==> config.mk <==
export PLATFORM = sky130hd
export DESIGN_NAME = uart_rx_core_flat
export DESIGN_NICKNAME = d
export VERILOG_FILES = /design/src/rtl/uart_rx_core_if.sv /design/src/rtl/uart_rx_core.sv /design/src/flat_wrapper.sv
export SDC_FILE = /design/constraint.sdc
export NUM_CORES = 1
export LEC_CHECK = 0
export BUFFER_PORTS_ARGS = -buffer_cell sky130_fd_sc_hd__buf_2
export CAP_MARGIN = 10
export CORE_UTILIZATION = 30
export CTS_CLUSTER_DIAMETER = 30
export DETAILED_ROUTE_END_ITERATION = 16
export PLACE_DENSITY = 0.46
export SLEW_MARGIN = 15
export SYNTH_ARGS = -nofsm -noshare
export SYNTH_HDL_FRONTEND = slang
export SYNTH_SLANG_ARGS = --single-unit
==> constraint.sdc <==
create_clock -name clk_i -period 7.85 [get_ports clk_i]
set_clock_uncertainty 0.1 [all_clocks]
set_input_delay 0.3925 -clock clk_i [delete_from_list [all_inputs] [get_ports clk_i]]
set_output_delay 0.3925 -clock clk_i [all_outputs]
set_load 0.03 [all_outputs]
==> src/rtl/uart_rx_core_if.sv <==
// Signal bundle between the UART receive engine and the UART register block.
// The register block (master) drives control and the pin; the engine (slave) returns data and status.
interface uart_rx_core_if #(
    parameter int unsigned BAUD_W = 32
);
    logic              rx_en_i;
    logic [BAUD_W-1:0] baud_div_i;
    logic              uart_rx_i;
    logic [7:0]        rx_data_o;
    logic              rx_over_o;
    logic              frame_err_o;
    logic              busy_o;

    modport master (
        output rx_en_i,
        output baud_div_i,
        output uart_rx_i,
        input  rx_data_o,
        input  rx_over_o,
        input  frame_err_o,
        input  busy_o
    );

    modport slave (
        input  rx_en_i,
        input  baud_div_i,
        input  uart_rx_i,
        output rx_data_o,
        output rx_over_o,
        output frame_err_o,
        output busy_o
    );
endinterface

==> src/rtl/uart_rx_core.sv <==
// 8N1 UART receive engine: pin synchroniser, start-edge detect, mid-bit sampling FSM.
// Delivers each good byte with a one-cycle rx_over_o pulse; bad stop bits give frame_err_o.
module uart_rx_core #(
    parameter int unsigned SYNC_STAGES = 2,
    parameter int unsigned BAUD_W      = 32
) (
    input  logic          clk_i,
    input  logic          rst_i,
    uart_rx_core_if.slave bus
);
    localparam logic [BAUD_W-1:0] MIN_DIV = BAUD_W'(4);
    localparam logic [BAUD_W-1:0] ONE     = BAUD_W'(1);

    typedef enum logic [1:0] {
        S_IDLE,
        S_START,
        S_DATA,
        S_STOP
    } state_t;

    logic [SYNC_STAGES-1:0] r_sync;
    logic                   r_rxs_d;
    state_t                 r_state;
    logic [BAUD_W-1:0]      r_div;
    logic [BAUD_W-1:0]      r_half;
    logic [BAUD_W-1:0]      r_cnt;
    logic [2:0]             r_bit;
    logic [7:0]             r_shift;
    logic [7:0]             r_data;
    logic                   r_over;
    logic                   r_ferr;
    logic                   r_busy;

    logic                   w_rxs;
    logic                   w_fall;
    logic [BAUD_W-1:0]      w_div_clamped;
    logic [BAUD_W-1:0]      w_limit;
    logic                   w_tick;

    // Synchroniser and its delayed copy idle at 1 so reset never fakes a start edge.
    always_ff @(posedge clk_i) begin
        if (rst_i) begin
            r_sync  <= '1;
            r_rxs_d <= 1'b1;
        end else begin
            r_sync  <= {r_sync[SYNC_STAGES-2:0], bus.uart_rx_i};
            r_rxs_d <= w_rxs;
        end
    end

    assign w_rxs         = r_sync[SYNC_STAGES-1];
    assign w_fall        = r_rxs_d & ~w_rxs;
    assign w_div_clamped = (bus.baud_div_i < MIN_DIV) ? MIN_DIV : bus.baud_div_i;
    assign w_limit       = (r_state == S_START) ? r_half : r_div;
    assign w_tick        = (r_cnt == (w_limit - ONE));

    always_ff @(posedge clk_i) begin
        if (rst_i) begin
            r_state <= S_IDLE;
            r_div   <= MIN_DIV;
            r_half  <= MIN_DIV >> 1;
            r_cnt   <= '0;
            r_bit   <= '0;
            r_shift <= '0;
            r_data  <= '0;
            r_over  <= 1'b0;
            r_ferr  <= 1'b0;
            r_busy  <= 1'b0;
        end else begin
            // NOTE: pulses default low here so each one lasts exactly one cycle.
            r_over <= 1'b0;
            r_ferr <= 1'b0;
            if (r_state != S_IDLE && !bus.rx_en_i) begin
                r_state <= S_IDLE;
                r_busy  <= 1'b0;
                r_cnt   <= '0;
            end else begin
                case (r_state)
                    S_IDLE: begin
                        if (bus.rx_en_i && w_fall) begin
                            r_div   <= w_div_clamped;
                            r_half  <= w_div_clamped >> 1;
                            r_cnt   <= '0;
                            r_bit   <= '0;
                            r_state <= S_START;
                            r_busy  <= 1'b1;
                        end
                    end
                    S_START: begin
                        if (w_tick) begin
                            r_cnt <= '0;
                            if (w_rxs) begin
                                r_state <= S_IDLE;
                                r_busy  <= 1'b0;
                            end else begin
                                r_state <= S_DATA;
                            end
                        end else begin
                            r_cnt <= r_cnt + ONE;
                        end
                    end
                    S_DATA: begin
                        if (w_tick) begin
                            r_cnt   <= '0;
                            r_shift <= {w_rxs, r_shift[7:1]};
                            r_bit   <= r_bit + 3'd1;
                            if (r_bit == 3'd7) begin
                                r_state <= S_STOP;
                            end
                        end else begin
                            r_cnt <= r_cnt + ONE;
                        end
                    end
                    S_STOP: begin
                        if (w_tick) begin
                            r_cnt   <= '0;
                            r_state <= S_IDLE;
                            r_busy  <= 1'b0;
                            if (w_rxs) begin
                                r_data <= r_shift;
                                r_over <= 1'b1;
                            end else begin
                                r_ferr <= 1'b1;
                            end
                        end else begin
                            r_cnt <= r_cnt + ONE;
                        end
                    end
                    default: begin
                        r_state <= S_IDLE;
                        r_busy  <= 1'b0;
                    end
                endcase
            end
        end
    end

    assign bus.rx_data_o   = r_data;
    assign bus.rx_over_o   = r_over;
    assign bus.frame_err_o = r_ferr;
    assign bus.busy_o      = r_busy;
endmodule

==> src/flat_wrapper.sv <==
// flat-port wrapper written by rule: the top's interface ports become plain ports
module uart_rx_core_flat 
#(
    parameter int unsigned SYNC_STAGES = 2,
    parameter int unsigned BAUD_W      = 32
)
  (clk_i, rst_i, bus_rx_en_i, bus_baud_div_i, bus_uart_rx_i, bus_rx_data_o, bus_rx_over_o, bus_frame_err_o, bus_busy_o);
  uart_rx_core_if #(.BAUD_W(BAUD_W)) bus_i ();
  input  logic clk_i;
  input  logic rst_i;
  input wire logic [$bits(bus_i.rx_en_i)-1:0] bus_rx_en_i;
  input wire logic [$bits(bus_i.baud_div_i)-1:0] bus_baud_div_i;
  input wire logic [$bits(bus_i.uart_rx_i)-1:0] bus_uart_rx_i;
  output wire logic [$bits(bus_i.rx_data_o)-1:0] bus_rx_data_o;
  output wire logic [$bits(bus_i.rx_over_o)-1:0] bus_rx_over_o;
  output wire logic [$bits(bus_i.frame_err_o)-1:0] bus_frame_err_o;
  output wire logic [$bits(bus_i.busy_o)-1:0] bus_busy_o;
  assign bus_i.rx_en_i = bus_rx_en_i;
  assign bus_i.baud_div_i = bus_baud_div_i;
  assign bus_i.uart_rx_i = bus_uart_rx_i;
  assign bus_rx_data_o = bus_i.rx_data_o;
  assign bus_rx_over_o = bus_i.rx_over_o;
  assign bus_frame_err_o = bus_i.frame_err_o;
  assign bus_busy_o = bus_i.busy_o;
  uart_rx_core #(.SYNC_STAGES(SYNC_STAGES), .BAUD_W(BAUD_W)) u_core (.clk_i(clk_i), .rst_i(rst_i), .bus(bus_i));
endmodule
Yosys cells after proc, flatten, opt, wreduce, memory -nomap -nowiden
Cells that the tools add are included.
W data, S select, Z words.
{"block": "classes", "addsub": 3, "n_lt_le_gt_ge": 1, "eq_ne": 11, "mux": 22, "n_bitwise": 5, "reduce_logical": 16}
{"operator": "$mux W32", "count": 4}
{"operator": "$pmux W32 S2", "count": 1}
{"operator": "$add A32 B1 Y32 const B", "count": 1}
{"operator": "$eq A32 B32 Y1", "count": 1}
{"operator": "$lt A32 B3 Y1 const B", "count": 1}
{"operator": "$sub A32 B1 Y32 const B", "count": 1}
{"operator": "$mux W2", "count": 6}
{"operator": "$ne A2 B1 Y1 const B", "count": 6}
{"operator": "$reduce_and A5 Y1", "count": 2}
{"operator": "$pmux W2 S4", "count": 1}
{"operator": "$reduce_and A4 Y1", "count": 2}
{"operator": "$mux W1", "count": 6}
{"operator": "$mux W3", "count": 2}
{"operator": "$pmux W3 S2", "count": 1}
{"operator": "$reduce_and A3 Y1", "count": 2}
{"operator": "$eq A2 B2 Y1 const B", "count": 2}
{"operator": "$not A1 Y1", "count": 4}
{"operator": "$reduce_bool A2 Y1", "count": 2}
{"operator": "$reduce_or A4 Y1", "count": 1}
{"operator": "$add A3 B1 Y3 const B", "count": 1}
{"operator": "$eq A3 B3 Y1 const B", "count": 1}
{"operator": "$pmux W1 S3", "count": 1}
{"operator": "$reduce_bool A3 Y1", "count": 1}
{"operator": "$reduce_or A3 Y1", "count": 1}
{"operator": "6 further kinds", "count": 7}
{"block": "totals", "ff_bits": 122, "output_inout_bits": 11, "wordCells": 70}

Longest topological paths before layout
{"block": "depth", "depth_word": 6, "depth_mapped": 19, "ltp_nobuf": 13}

Worst setup path before layout
OpenSTA, ideal clock, no wires.
{"block": "synth_path", "kind": "reg-to-reg", "from": "register u_core.r_state[0]", "to": "register u_core.r_cnt[31]", "t_arrival_ps": 4237, "required_time_ps": 7628, "slack_ps": 3392, "path_stages_with_launch": 19, "path_buffers": 5, "period_less_slack_ps": 4458, "path_cell_list": "dfxtp_1 nor2b_1 clkbuf_1 buf_2 buf_1 mux2i_1 ha_1 nand2b_1 a211oi_1 buf_4 a31oi_1 mux2_2 or2_2 nor4_1 nand4_2 o21ai_1 buf_4 nor2_2 a221o_1"}
{"block": "synth_via", "elab_chain_cells": 6, "word_cells_on_any_way": 14, "classes_between": "add/sub (1); eq/ne (5); mux (3); reduce/logical (5)"}
{"item": "start, declared", "line": "uart_rx_core.sv:23", "rtl": "state_t r_state;"}
{"item": "start signal, assigned", "line": "uart_rx_core.sv:59", "rtl": "r_state <= S_IDLE;"}
{"item": "start signal, assigned", "line": "uart_rx_core.sv:74", "rtl": "r_state <= S_IDLE;"}
{"item": "start signal, assigned", "line": "uart_rx_core.sv:85", "rtl": "r_state <= S_START;"}
{"item": "$eq A2 B1 Y1", "line": "uart_rx_core.sv:54, uart_rx_core.sv:78"}
{"item": "$mux W32", "line": "uart_rx_core.sv:54", "rtl": "assign w_limit = (r_state == S_START) ? r_half : r_div;"}
{"item": "$sub A32 B1 Y32", "line": "uart_rx_core.sv:55", "rtl": "assign w_tick = (r_cnt == (w_limit - ONE));"}
{"item": "$eq A32 B32 Y1", "line": "uart_rx_core.sv:55"}
{"item": "$mux W32", "line": "uart_rx_core.sv:90, uart_rx_core.sv:103, uart_rx_core.sv:115"}
{"item": "$pmux W32 S2", "line": "uart_rx_core.sv:78", "rtl": "case (r_state)"}
{"item": "end signal, assigned", "line": "uart_rx_core.sv:99", "rtl": "r_cnt <= r_cnt + ONE;"}
{"item": "end signal, assigned", "line": "uart_rx_core.sv:111", "rtl": "r_cnt <= r_cnt + ONE;"}
{"item": "end signal, assigned", "line": "uart_rx_core.sv:126", "rtl": "r_cnt <= r_cnt + ONE;"}
{"item": "end, declared", "line": "uart_rx_core.sv:26", "rtl": "logic [BAUD_W-1:0] r_cnt;"}
Several ways; a longest one is shown, not always the timed one.
A chain may end at the register's enable or synchronous reset.

==> summary.md <==
| Metric | Value |
|---|---|
| Top_reg_cell synth | `dfxtp_1` |
| Final period utilization | `64.2%` |
| Post-synth EDFFs | `0` |
| Hold depth | `2` |
| Worst-path cell chain | `buf_4 -> nor2b_4 -> buf_4 -> mux2i_1 -> ha_1 -> nand2b_1 -> a211oi_2 -> a32oi_1 -> mux2_2 -> or2_2 -> nor4_1 -> nand4_2 -> o21ai_1 -> buf_4 -> nor2_2 -> a221o_1` |
| # placed instances | `around 1000` |
| Area grow syn2layout | `12.2%` |
| Number of synthesized register bits | `between 90 and 100` |
| Fmax | `0.199 GHz` |
| Top cells by area, synth | `dfxtp_1, nand2_1, mux2i_1` |
| Comb power frac | `between 10% and 20%` |
| Flop2flop setup slack | `2.81 ns` |
| Detailed Place HPWL | `between 10 and 15 mm` |
| Die width | `around 140 um` |
| Detailed Routing Iterations Pass 1 | `6` |
| Compound-Gate Fraction of Synth Area | `18.8%` |
| Yosys top cell area share | `between 30% and 40%` |
| Root buffer cell | `clkbuf_16` |
| Switching Fraction | `27.3%` |
| Hold wc startpoint | `bus_uart_rx_i` |
| Initial antenna violation count | `0` |
| CTS resizes | `0` |
| Mapped cell area | `0.00594 sq mm` |
| Share of layout cells above drive strength 1 | `between 10% and 20%` |
| CP Capture Type | `flip-flop` |
| Hold crit path type | `input port to flip-flop` |
| Post-synth top area cell | `dfxtp_1` |
| Core Rows | `between 50 and 60` |
| Final setup violation count | `0` |
| CTS hold repair buffers | `0` |
| Final net count | `around 820` |
| Ports | `47` |
| Synth Area in Simple Gates | `31.0%` |
| DR DRC count | `0` |
| Clock sink count | `91` |
| Post-synthesis cell count | `roughly 760` |
| N_diodes | `0` |
| Setup tns final | `0 ns` |
| P_leak | `2.35 nW` |
| Final Max Tran Viols | `0` |
| Hold Path Sink | `u_core.r_sync[0]` |
| Actual slew at the worst max-slew pin | `roughly 1.1 ns` |
| Clock share of power | `around 43%` |
| Die Area | `0.0204 sq mm` |
| Slew headroom | `a little over a quarter` |
| H-Tree Depth | `3` |
| P_int | `roughly 0.00076 W` |
| RSZ-0062 raised after global routing | `no` |
| R2R Path End | `u_core.r_cnt[31]` |
| Reg clk slew, reported paths | `0.07 ns` |
| Final wirelength | `17.9 mm` |
| Outcome | `completed` |
| Post-DR vias/cell | `5.39` |
| Core area | `between 0.015 and 0.02 sq mm` |
| Reg2Reg Depth | `16` |
| Worst Path Buf+Inv | `3` |
| Mux cell area share after synthesis | `under 10%` |
| GRT overflow | `0` |
| CP Launch Type | `flip-flop` |
| Final number of hold-violating endpoints | `0` |
| Vias in the first global route | `between 5000 and 6000` |
| Fill count | `around 2100` |
| Yosys cell types | `79` |
| Largest net degree at the start of global routing | `63` |
| Net switching power of the design | `around 0.00029 W` |
| CP max FO | `41` |
| Total CTS buffers | `9` |
| CP max stage delay | `0.62 ns` |
| Critical path's slowest cell | `a211oi_2` |
| PortBufs | `46` |
| First-pass GRT wire length | `about 30 mm` |
| Post-Layout Cell Count | `1048` |
| GPL Wtd Cong | `0.929` |
| Seq/Total Area, Yosys | `a little under a third` |
| Worst vdd ir | `roughly 0.11 mV` |
| Wirelength per Cell | `~17 um` |
| CTS tree | `done` |
| Final antenna-violating net count | `0` |
| Via count | `5646` |
| Synth Area per Inst | `around 7.8 sq um` |
| Data arrival time of the worst path | `just over 5 ns` |
| Pwr Density | `about 160 mW/mm^2` |
| Tmin final | `around 5 ns` |
| Most frequent CP cell | `buf_4` |
| Asr flop ratio synth | `0%` |
| Postcts setup bufs | `0` |
| Worst skew pair latency | `roughly 0.35 ns` |
| Seq pwr share | `45.4%` |
| Clock Tree Buf Depth | `2` |
| Yosys warns | `0` |
| Global-route usage over all layers | `around a fifth` |
| Die H | `143 um` |
| Area share of fa/ha/maj cells after synthesis | `less than 1%` |
| Setup CP Type | `flip-flop to flip-flop` |
| Post-Synth XOR/XNOR Area | `about 8.0%` |
| Initial core utilization | `30.5%` |
| Largest family of logic cells by synthesized area | `simple AND/OR/NAND/NOR gates` |
| Worst Path Required | `7.99 ns` |
| Nets in the synthesized netlist | `roughly 800` |
| Drt initial violations | `~490` |
| Max-Cap Viols | `0` |
| CP delay by family, top | `compound AO/OA/AOI/OAI gates` |
[through the flow]
step / power, W / hold WS (ns) / util, % / setup slack (ns) / instance area [sq um]
floorplan: 0.000569 / 0.289 / - / 3.39 / 5940
global placement: 0.000606 / 0.292 / 32.7 / 2.49 / 6360
detailed placement: 0.000607 / 0.298 / 32.7 / 2.30 / 6360
CTS: 0.00105 / 0.115 / 34.2 / 2.31 / 6660
global route: 0.00110 / 0.118 / 34.2 / 2.38 / 6660
finish: 0.00105 / 0.121 / 34.2 / 2.81 / 6660
[area by class of cell]
type / instances / area, sq um / share of cell area [%]
well taps: 265 / 332 / 4.98
clock inverters: 7 / 75.1 / 1.13
inverters: 11 / 41.3 / 0.620
clock buffers: 9 / 225 / 3.38
repair buffers: 52 / 275 / 4.13
flip-flops and latches: 91 / 1820 / 27.3
multi-input cells: 613 / 3890 / 58.4
[worst register-to-register path: stages (launching register included)]
cell and delay (ns):
dfxtp_1 0.30, buf_4 0.21, nor2b_4 0.13, buf_4 0.44, mux2i_1 0.34, ha_1 0.25
nand2b_1 0.14, a211oi_2 0.62, a32oi_1 0.21, mux2_2 0.32, or2_2 0.29, nor4_1 0.28
nand4_2 0.35, o21ai_1 0.24, buf_4 0.26, nor2_2 0.11, a221o_1 0.34
[worst max-delay path by stage]
| stage | from | end | slack [ns] | depth (start not counted) |
|---|---|---|---|---|
| 2_1_floorplan | u_core.r_state[0] | u_core.r_cnt[31] | 3.39 | 18 |
| 3_3_place_gp | flip-flop | u_core.r_cnt[17] | 2.49 | 16 |
| 3_5_place_dp | flip-flop | u_core.r_cnt[31] | 2.30 | 16 |
| 4_1_cts | flip-flop | u_core.r_cnt[31] | 2.31 | 16 |
| 5_1_grt | flip-flop | u_core.r_cnt[17] | 2.38 | 16 |
| 6_report | flip-flop | u_core.r_cnt[31] | 2.81 | 16 |
[power by group through the flow]
stage	logic, W	registers [W]	clock network, W
floorplan	0.0000884	0.000481	0
global placement	0.000121	0.000485	0
detailed placement	0.000122	0.000485	0
CTS	0.000122	0.000474	0.000457
global route	0.000137	0.000475	0.000483
finish	0.000123	0.000475	0.000448
[Yosys cell counts, drive strengths merged (4+ instances only)]
cell	n
a2111oi	5
a211oi	6
a21boi	4
a21o	5
a21oi	56
a32oi	5
and2	6
and3	11
and3b	5
and4	4
buf	10
clkbuf	39
dfxtp	91
ha	4
inv	11
mux2i	36
nand2	119
nand2b	5
nand3	28
nand3b	4
nand4	15
nand4b	4
nor2	53
nor2b	5
nor3	24
nor3b	5
nor4	25
o21ai	28
o22ai	4
o311ai	4
o31a	4
o31ai	8
or2	14
or3	10
or4	7
xnor2	32
xor2	22
[routing by layer]
layer / part of all wire (%) / vias to the layer above / GRT usage [%]
li1: - / 2815 / -
met1: 48 / 2680 / 25.2
met2: 47 / 126 / 30.7
met3: 3.2 / 25 / 2.82
met4: 2.0 / 0 / 5.94
met5: 0 / - / 0
[cells by family after synthesis]
family / after synthesis
multiplexers: 39
XOR/XNOR: 54
buffers and inverters: 60
flip-flops: 91
AND/OR/NAND/NOR: 352
adder cells (fa/ha/maj): 4
AO/OA/AOI/OAI: 164
[registers in the layout, summed over array words and instances, names as in the netlist, named ones only]
| register | cells |
|---|---|
| u_core.r_state | 1 |
| u_core.r_bit | 3 |
| u_core.r_cnt | 32 |
| u_core.bus.frame_err_o | 1 |
| u_core.bus.busy_o | 1 |
| u_core.r_rxs_d | 1 |
| u_core.bus.rx_data_o | 8 |
| u_core.r_sync | 2 |
| u_core.r_div | 31 |
| u_core.bus.rx_over_o | 1 |
| u_core.r_half | 1 |
| u_core.r_shift | 8 |
[cell usage in the layout (no fill, tap or decap), drive strengths merged, types with 24 or more instances in the layout]
cell type	count
nor4	25
mux2i	36
buf	52
a21oi	56
nor2	53
dfxtp	91
nand2	119
nand3	28
xnor2	32
o21ai	28
nor3	24
(Power assumes the default switching activity.)
